## src/rtl/can_pkg.sv

```systemverilog
// ---------------------------------------------------------------------------
// can_pkg
// Shared definitions for the CAN error/overload frame transmitter:
//   - FSM state encoding for the frame sequencer
//   - field lengths (in CAN bits) and the superposition limit
//   - counter widths sized to those constants
// ---------------------------------------------------------------------------
package can_pkg;

    // Frame sequencer states
    typedef enum logic [2:0] {
        IDLE       = 3'd0,
        FLAG       = 3'd1,
        DELIM_WAIT = 3'd2,
        DELIM      = 3'd3,
        IFS        = 3'd4
    } can_efs_state_t;

    // Field lengths in bit times
    localparam int unsigned FLAG_BITS    = 6;
    localparam int unsigned DELIM_BITS   = 8;
    localparam int unsigned IFS_BITS     = 3;
    // Dominant bits tolerated after the flag before declaring the bus stuck
    localparam int unsigned MAX_SUPERPOS = 8;

    // Bit-in-field counter: must hold DELIM_BITS-1 (largest field index)
    localparam int unsigned BIT_CNT_W = 3;
    // Dominant-sample counter: must hold MAX_SUPERPOS itself
    localparam int unsigned SUP_CNT_W = 4;

    // Width of a counter that runs 0..n-1 (never narrower than one bit)
    function automatic int unsigned cnt_width(input int unsigned n);
        return (n > 1) ? $clog2(n) : 1;
    endfunction

endpackage : can_pkg

```

## src/rtl/can_bit_timer.sv

```systemverilog
// ---------------------------------------------------------------------------
// can_bit_timer
// Bit-time generator: a counter running 0..CLKS_PER_BIT-1 that wraps on its
// own and can be forced back to 0.
//
// Parameters
//   CLKS_PER_BIT    clock cycles per CAN bit (>= 4)
// Ports
//   i_clk           clock
//   i_reset         synchronous active-high reset (counter -> 0)
//   i_restart       force the counter to 0 on the next edge
//   o_sample_pulse  high while counter == CLKS_PER_BIT/2 (bus sample point)
//   o_bit_end       high while counter == CLKS_PER_BIT-1 (last cycle of bit)
//   o_pre_end       high while counter == CLKS_PER_BIT-2 (cycle before end)
// ---------------------------------------------------------------------------
module can_bit_timer
    import can_pkg::*;
#(
    parameter int unsigned CLKS_PER_BIT = 10
)
(
    input  logic i_clk,
    input  logic i_reset,
    input  logic i_restart,
    output logic o_sample_pulse,
    output logic o_bit_end,
    output logic o_pre_end
);

    localparam int unsigned CNT_W = cnt_width(CLKS_PER_BIT);

    logic [CNT_W-1:0] r_cnt;
    logic             w_last;

    assign w_last = (r_cnt == CNT_W'(CLKS_PER_BIT - 1));

    // Free-running bit counter with forced restart
    always_ff @(posedge i_clk) begin
        if (i_reset || i_restart) begin
            r_cnt <= '0;
        end else if (w_last) begin
            r_cnt <= '0;
        end else begin
            r_cnt <= r_cnt + CNT_W'(1);
        end
    end

    assign o_sample_pulse = (r_cnt == CNT_W'(CLKS_PER_BIT / 2));
    assign o_bit_end      = w_last;
    assign o_pre_end      = (r_cnt == CNT_W'(CLKS_PER_BIT - 2));

endmodule : can_bit_timer

```

## src/rtl/can_error_frame_tx.sv

```systemverilog
// ---------------------------------------------------------------------------
// can_error_frame_tx
// Transmits a CAN error frame after a form-error request:
//   6-bit error flag -> wait for recessive bus (superposition) ->
//   8-bit delimiter -> 3-bit intermission -> Done.
// A bus stuck dominant for MAX_SUPERPOS bits after the flag aborts the frame
// with a Stuck_error pulse.
//
// Optional feature (macro CAN_OVERLOAD_FRAME_EN): adds input Overload_req,
// which sends the same frame shape with an always-dominant flag. It is
// accepted in IDLE or IFS (aborting the intermission); a simultaneous
// Form_error takes precedence and selects an error frame instead.
//
// Parameters
//   CLKS_PER_BIT   clock cycles per CAN bit (>= 4)
// Ports
//   Clock_TB       clock
//   Reset          synchronous active-high reset
//   Form_error     one-cycle error frame request
//   Error_passive  flag level: 0 active (dominant), 1 passive (recessive)
//   Bit_Entrada    bus readback (0 dominant)
//   Bit_Saida      transmitted bit (registered)
//   Busy           high in every state except IDLE (registered)
//   Done           one-cycle pulse in the last cycle of the intermission
//   Stuck_error    one-cycle pulse in the last cycle of the 8th dominant bit
//   Overload_req   overload frame request (only with CAN_OVERLOAD_FRAME_EN)
// ---------------------------------------------------------------------------
module can_error_frame_tx
    import can_pkg::*;
#(
    parameter int unsigned CLKS_PER_BIT = 10
)
(
    input  logic Clock_TB,
    input  logic Reset,
    input  logic Form_error,
    input  logic Error_passive,
    input  logic Bit_Entrada,
    output logic Bit_Saida,
    output logic Busy,
    output logic Done,
    output logic Stuck_error
`ifdef CAN_OVERLOAD_FRAME_EN
    ,
    input  logic Overload_req
`endif
);

    // State and counters
    can_efs_state_t         r_state;
    logic [BIT_CNT_W-1:0]   r_bit_cnt;
    logic [SUP_CNT_W-1:0]   r_dom_cnt;
    logic                   r_rec_seen;
    logic                   r_dom_seen;
    logic                   r_flag_lvl;

    // Registered outputs
    logic                   r_bit_saida;
    logic                   r_busy;
    logic                   r_done;
    logic                   r_stuck;

    // Next-state values
    can_efs_state_t         w_next_state;
    logic [BIT_CNT_W-1:0]   w_next_bit_cnt;
    logic [SUP_CNT_W-1:0]   w_next_dom_cnt;
    logic                   w_next_rec_seen;
    logic                   w_next_dom_seen;
    logic                   w_next_flag_lvl;
    logic                   w_done_nxt;
    logic                   w_stuck_nxt;

    // Timer interface
    logic                   w_restart;
    logic                   w_sample;
    logic                   w_bit_end;
    logic                   w_pre_end;

    logic                   w_ovl_req;

`ifdef CAN_OVERLOAD_FRAME_EN
    assign w_ovl_req = Overload_req;
`else
    assign w_ovl_req = 1'b0;
`endif

    can_bit_timer #(
        .CLKS_PER_BIT (CLKS_PER_BIT)
    ) u_bit_timer (
        .i_clk          (Clock_TB),
        .i_reset        (Reset),
        .i_restart      (w_restart),
        .o_sample_pulse (w_sample),
        .o_bit_end      (w_bit_end),
        .o_pre_end      (w_pre_end)
    );

    // Next-state, counter and pulse look-ahead logic
    always_comb begin
        w_next_state    = r_state;
        w_next_bit_cnt  = r_bit_cnt;
        w_next_dom_cnt  = r_dom_cnt;
        w_next_rec_seen = r_rec_seen;
        w_next_dom_seen = r_dom_seen;
        w_next_flag_lvl = r_flag_lvl;
        w_restart       = 1'b0;
        w_done_nxt      = 1'b0;
        w_stuck_nxt     = 1'b0;

        unique case (r_state)
            IDLE: begin
                // Hold the timer at 0 so the flag starts on a fresh bit
                w_restart = 1'b1;
                if (Form_error) begin
                    w_next_state    = FLAG;
                    w_next_flag_lvl = Error_passive;
                    w_next_bit_cnt  = '0;
                end else if (w_ovl_req) begin
                    w_next_state    = FLAG;
                    w_next_flag_lvl = 1'b0;
                    w_next_bit_cnt  = '0;
                end
            end

            FLAG: begin
                if (w_bit_end) begin
                    if (r_bit_cnt == BIT_CNT_W'(FLAG_BITS - 1)) begin
                        w_next_state    = DELIM_WAIT;
                        w_next_bit_cnt  = '0;
                        w_next_dom_cnt  = '0;
                        w_next_rec_seen = 1'b0;
                    end else begin
                        w_next_bit_cnt = r_bit_cnt + BIT_CNT_W'(1);
                    end
                end
            end

            DELIM_WAIT: begin
                if (w_sample) begin
                    if (Bit_Entrada) begin
                        w_next_rec_seen = 1'b1;
                    end else if (r_dom_cnt < SUP_CNT_W'(MAX_SUPERPOS)) begin
                        w_next_dom_cnt = r_dom_cnt + SUP_CNT_W'(1);
                    end
                end
                if (w_bit_end) begin
                    if (r_rec_seen) begin
                        // The recessive bit is delimiter bit 1
                        w_next_state    = DELIM;
                        w_next_bit_cnt  = BIT_CNT_W'(1);
                        w_next_dom_seen = 1'b0;
                    end else if (r_dom_cnt >= SUP_CNT_W'(MAX_SUPERPOS)) begin
                        w_next_state = IDLE;
                    end
                end
                // Uses next values: with short bits the sample and the
                // pre-end cycle can coincide
                w_stuck_nxt = w_pre_end && !w_next_rec_seen &&
                              (w_next_dom_cnt >= SUP_CNT_W'(MAX_SUPERPOS));
            end

            DELIM: begin
                if (w_sample && !Bit_Entrada) begin
                    w_next_dom_seen = 1'b1;
                end
                if (w_bit_end) begin
                    if (r_dom_seen) begin
                        // Dominant inside the delimiter: send the flag again
                        w_next_state    = FLAG;
                        w_next_bit_cnt  = '0;
                        w_next_dom_seen = 1'b0;
                    end else if (r_bit_cnt == BIT_CNT_W'(DELIM_BITS - 1)) begin
                        w_next_state   = IFS;
                        w_next_bit_cnt = '0;
                    end else begin
                        w_next_bit_cnt = r_bit_cnt + BIT_CNT_W'(1);
                    end
                end
            end

            IFS: begin
                if (w_ovl_req) begin
                    // Abort the intermission; a coincident Form_error wins
                    w_restart       = 1'b1;
                    w_next_state    = FLAG;
                    w_next_flag_lvl = Form_error ? Error_passive : 1'b0;
                    w_next_bit_cnt  = '0;
                end else begin
                    if (w_bit_end) begin
                        if (r_bit_cnt == BIT_CNT_W'(IFS_BITS - 1)) begin
                            w_next_state = IDLE;
                        end else begin
                            w_next_bit_cnt = r_bit_cnt + BIT_CNT_W'(1);
                        end
                    end
                    // Raise Done for the final cycle of the last IFS bit
                    w_done_nxt = w_pre_end &&
                                 (r_bit_cnt == BIT_CNT_W'(IFS_BITS - 1));
                end
            end

            default: begin
                w_next_state = IDLE;
            end
        endcase
    end

    // State register and registered outputs
    always_ff @(posedge Clock_TB) begin
        if (Reset) begin
            r_state     <= IDLE;
            r_bit_cnt   <= '0;
            r_dom_cnt   <= '0;
            r_rec_seen  <= 1'b0;
            r_dom_seen  <= 1'b0;
            r_flag_lvl  <= 1'b0;
            r_bit_saida <= 1'b1;
            r_busy      <= 1'b0;
            r_done      <= 1'b0;
            r_stuck     <= 1'b0;
        end else begin
            r_state     <= w_next_state;
            r_bit_cnt   <= w_next_bit_cnt;
            r_dom_cnt   <= w_next_dom_cnt;
            r_rec_seen  <= w_next_rec_seen;
            r_dom_seen  <= w_next_dom_seen;
            r_flag_lvl  <= w_next_flag_lvl;
            r_bit_saida <= (w_next_state == FLAG) ? w_next_flag_lvl : 1'b1;
            r_busy      <= (w_next_state != IDLE);
            r_done      <= w_done_nxt;
            r_stuck     <= w_stuck_nxt;
        end
    end

    assign Bit_Saida   = r_bit_saida;
    assign Busy        = r_busy;
    assign Done        = r_done;
    assign Stuck_error = r_stuck;

endmodule : can_error_frame_tx

```

## config.mk

```make
export PLATFORM = sky130hd
export DESIGN_NAME = can_error_frame_tx
export DESIGN_NICKNAME = d
export VERILOG_FILES = /design/src/rtl/can_pkg.sv /design/src/rtl/can_bit_timer.sv /design/src/rtl/can_error_frame_tx.sv
export SDC_FILE = /design/constraint.sdc
export NUM_CORES = 1
export LEC_CHECK = 0
export ABC_AREA = 1
export BUFFER_PORTS_ARGS = -buffer_cell sky130_fd_sc_hd__buf_2
export CORE_MARGIN = 5
export CORE_UTILIZATION = 55
export DETAILED_ROUTE_END_ITERATION = 12
export PLACE_DENSITY = 0.74
export SETUP_SLACK_MARGIN = 0.4
export SLEW_MARGIN = 20
export SYNTH_ARGS = -nofsm -noshare
export SYNTH_HDL_FRONTEND = slang
export SYNTH_HIERARCHICAL = 1
export SYNTH_SLANG_ARGS = --single-unit
```

## constraint.sdc

```tcl
create_clock -name Clock_TB -period 2.3 [get_ports Clock_TB]
set_input_delay 0.69 -clock Clock_TB [delete_from_list [all_inputs] [get_ports Clock_TB]]
set_output_delay 0.69 -clock Clock_TB [all_outputs]
set_load 0.005 [all_outputs]
```

==> impl_metrics.yaml <==
status:
  outcome: "finished, final reports clean"
synth:
  yosysWarnings: 6
  syn_nets: 208
  synth_cells: 194
  yosysSeqAreaShare_pct: 32.6
  syn_area_sq_um: 1290
  postSynthAreaPerCell_sq_um: 6.65
  synth-seq-cells: 21
  synth_cell_types: 25
final_layout:
  design_area_sq_um: 1380
  antenna_cells: 0
  final_core_util_pct: 61.8
  area_growth_pct: 7.08
  fin_nets: 219
  fill_cells: 228
  stdcell_count: 232
  drive_gt1_share_pct: 14.2
setup_path:
  cp.required_ns: 2.50
  cp.buffers_inverters: 2
  worstSetupPathType: "flip-flop to flip-flop"
  critPathMostFrequentCell: "nand2_1"
  cp_data_arrival_time_ns: 1.89
  cp-start-kind: "flip-flop"
  worstPathCellList: "ha_1 > nand3_2 > inv_1 > nand2_1 > inv_1 > nand2_1 > nand2_1 > nand4_1 > nand2_1 > nand3_1"
  crit_family: "simple AND/OR/NAND/NOR gates"
  slowest_stage: "dfxtp_1"
  critPathMaxFanout: 7
  end_kind: "flip-flop"
  cpPeakStageDelay_ns: 0.44
sta:
  tightest_slew_ns: 0.371
  rsz0062_at_grt: "no"
  final-hold-violation-count: 0
  setup_tns_ns: 0
  slew_headroom_pct: 75.2
  setup_viol: 0
  period_share_pct: 73.4
  layout_setup_ws_ns: 0.612
  skew_ns: 0.0110
  fin_crit_ns: 1.69
  fin_hold_ws_ns: 0.505
  drv_slew: 0
  fmax_ghz: 0.593
die:
  die-height_um: 58.4
  die_area_sq_um: 3410
  rows: 17
  initial_core_util_pct: 57.8
  core_sq_um: 2230
  die_w_um: 58.4
  ios: 9
drt:
  drt-pass1-iter-count: 4
  via_per_inst: 5.28
  antenna_left: 0
  drt_iter0_drc: 27
  drc_errors: 0
  via_count: 1224
  avgRoutedWirePerCell_um: 12.0
  wl_mm: 2.79
global_route:
  grt_use_total_pct: 18.5
  grt_remaining_overflow: 0
  grt_pass1_wl_mm: 5.03
  grt_pass1_vias: 1236
  grt_max_degree: 13
  antenna_found_initial: 0
power_and_ir_drop:
  p_int_mw: 0.465
  peakVddDrop_uv: 395
  totalPowerFinal_mw: 0.626
  power.static_leakage_nw: 0.663
  pwr-share-seq_pct: 60.9
  p_sw_share_pct: 25.7
  netSwitchingPower_mw: 0.161
  combPwrFrac_pct: 11.1
  powerDensity_nw_per_um2: 453
  clockPowerShare_pct: 28.1
clock_network:
  htreeDepth: 1
  cts_buffers: 3
  cts_root_buf: "clkbuf_4"
  cts_tree: "built"
  clkTransAtPathRegs_ns: 0.12
  cts.sinks: 21
  holdBufCountCts: 0
  worstSkewPairLatency_ns: 0.30
  cts_buffer_depth: 2
place:
  placed_cells: 228
  placed_area_sq_um: 1350
  dp_hpwl_mm: 2.14
  gp_congestion: 0.955
  place_ws_ns: 0.594
  portBuffers: 8
run:
  drv_cap: 0
hold_path:
  min_path_type: "flip-flop to flip-flop"
-- worst reg2reg max path, delay by kind of cell, from the launching register on --
| family | cells | cell delay (ns) |
|---|---|---|
| buffers and inverters | 2 | 0.31 |
| and+or+nand+nor | 7 | 0.62 |
| adders and majority gates | 1 | 0.21 |
| DFF | 1 | 0.44 |
-- cell usage in the layout (no fill, tap or decap), types with 2 or more instances in the layout --
cell and instances:
a21oi_1 10, buf_2 8, clkbuf_4 3, dfxtp_1 21, ha_1 9, inv_1 24
inv_2 5, nand2_1 48, nand2_2 3, nand3_1 21, nand3_2 3, nand4_1 4
nor2_1 21, nor2_2 2, nor2_4 2, nor3_1 3, o21ai_0 4, o21ai_1 4
-- sequential cells by signal, summed over array words and instances, names as in the netlist --
name	cells
Bit_Saida	1
Busy	1
Done	1
Stuck_error	1
r_bit_cnt	3
r_dom_cnt	4
r_dom_seen	1
r_flag_lvl	1
r_rec_seen	1
r_state	3
u_bit_timer/r_cnt	4
-- synth_stat cells --
| cell | count | area share, % |
|---|---|---|
| ha_1 | 9 | 8.7 |
| buf_6 | 1 | 0.87 |
| inv_2 | 5 | 1.5 |
| nand3_2 | 3 | 2.3 |
| nand4_1 | 4 | 1.9 |
| and3_1 | 1 | 0.49 |
| nor3_1 | 4 | 1.6 |
| dfxtp_1 | 21 | 33 |
| o21ai_0 | 4 | 1.6 |
| clkinv_2 | 1 | 0.39 |
| o21ai_2 | 1 | 0.68 |
| nand2_2 | 3 | 1.5 |
| or2_0 | 1 | 0.49 |
| o21ai_1 | 4 | 1.6 |
| nor2_1 | 21 | 6.1 |
| o21a_1 | 1 | 0.58 |
| nand2_1 | 48 | 14 |
| inv_1 | 24 | 7.0 |
| clkbuf_1 | 1 | 0.29 |
| a21oi_1 | 10 | 3.9 |
| nor2_4 | 2 | 1.7 |
| nor2_2 | 2 | 0.97 |
| xnor2_1 | 1 | 0.68 |
| a21o_1 | 1 | 0.58 |
| nand3_1 | 21 | 8.1 |
-- power groups by stage --
stage / registers (mW) / logic (mW) / clock network (mW)
4_1_cts: 0.381 / 0.0691 / 0.184
5_1_grt: 0.383 / 0.0809 / 0.199
3_5_place_dp: 0.389 / 0.0686 / 0
6_report: 0.381 / 0.0694 / 0.176
2_1_floorplan: 0.388 / 0.0503 / 0
3_3_place_gp: 0.389 / 0.0681 / 0
-- per-layer routing --
metal / global-route usage, % / vias up / part of all wire, %
met5: 0 / - / 0
met4: 6.62 / 0 / 1.5
met3: 2.63 / 7 / 4.8
met2: 33.2 / 31 / 49
met1: 22.3 / 550 / 45
li1: - / 636 / -
-- kinds of logic after synthesis --
logic type / after synthesis / synth area share (%)
adder cells (fa/ha/maj): 9 / 8.73
AO/OA/AOI/OAI: 21 / 8.83
buffers and inverters: 32 / 9.99
XOR/XNOR: 1 / 0.679
flip-flops: 21 / 32.6
AND/OR/NAND/NOR: 110 / 39.2
-- repair_timing --
| item | in CTS | in global routing |
|---|---|---|
| setup endpoints to repair | 0 | 1 |
| setup buffers | 0 | 0 |
| resized for setup | 0 | 1 |
-- layout make-up --
cell class	instances	area [sq um]	share of cell area, %
Tap cell	28	35.0	2.54
Sequential cell	21	420	30.4
Inverter	30	114	8.24
Multi-Input combinational cell	141	746	54.0
Clock buffer	4	26.3	1.90
Timing Repair Buffer	8	40.0	2.90
-- worst paths after layout --
| check | start | end | slack (ns) | cells past startpoint |
|---|---|---|---|---|
| max | u_bit_timer/r_cnt[0] | Busy | 0.61 | 10 |
| min | r_dom_cnt[2] | r_dom_cnt[2] | 0.51 | 2 |
| max reg2reg | u_bit_timer/r_cnt[0] | Busy | 0.61 | 10 |
| min reg2reg | r_dom_cnt[2] | r_dom_cnt[2] | 0.51 | 2 |
No activity file was read; power rests on OpenSTA's default activity.
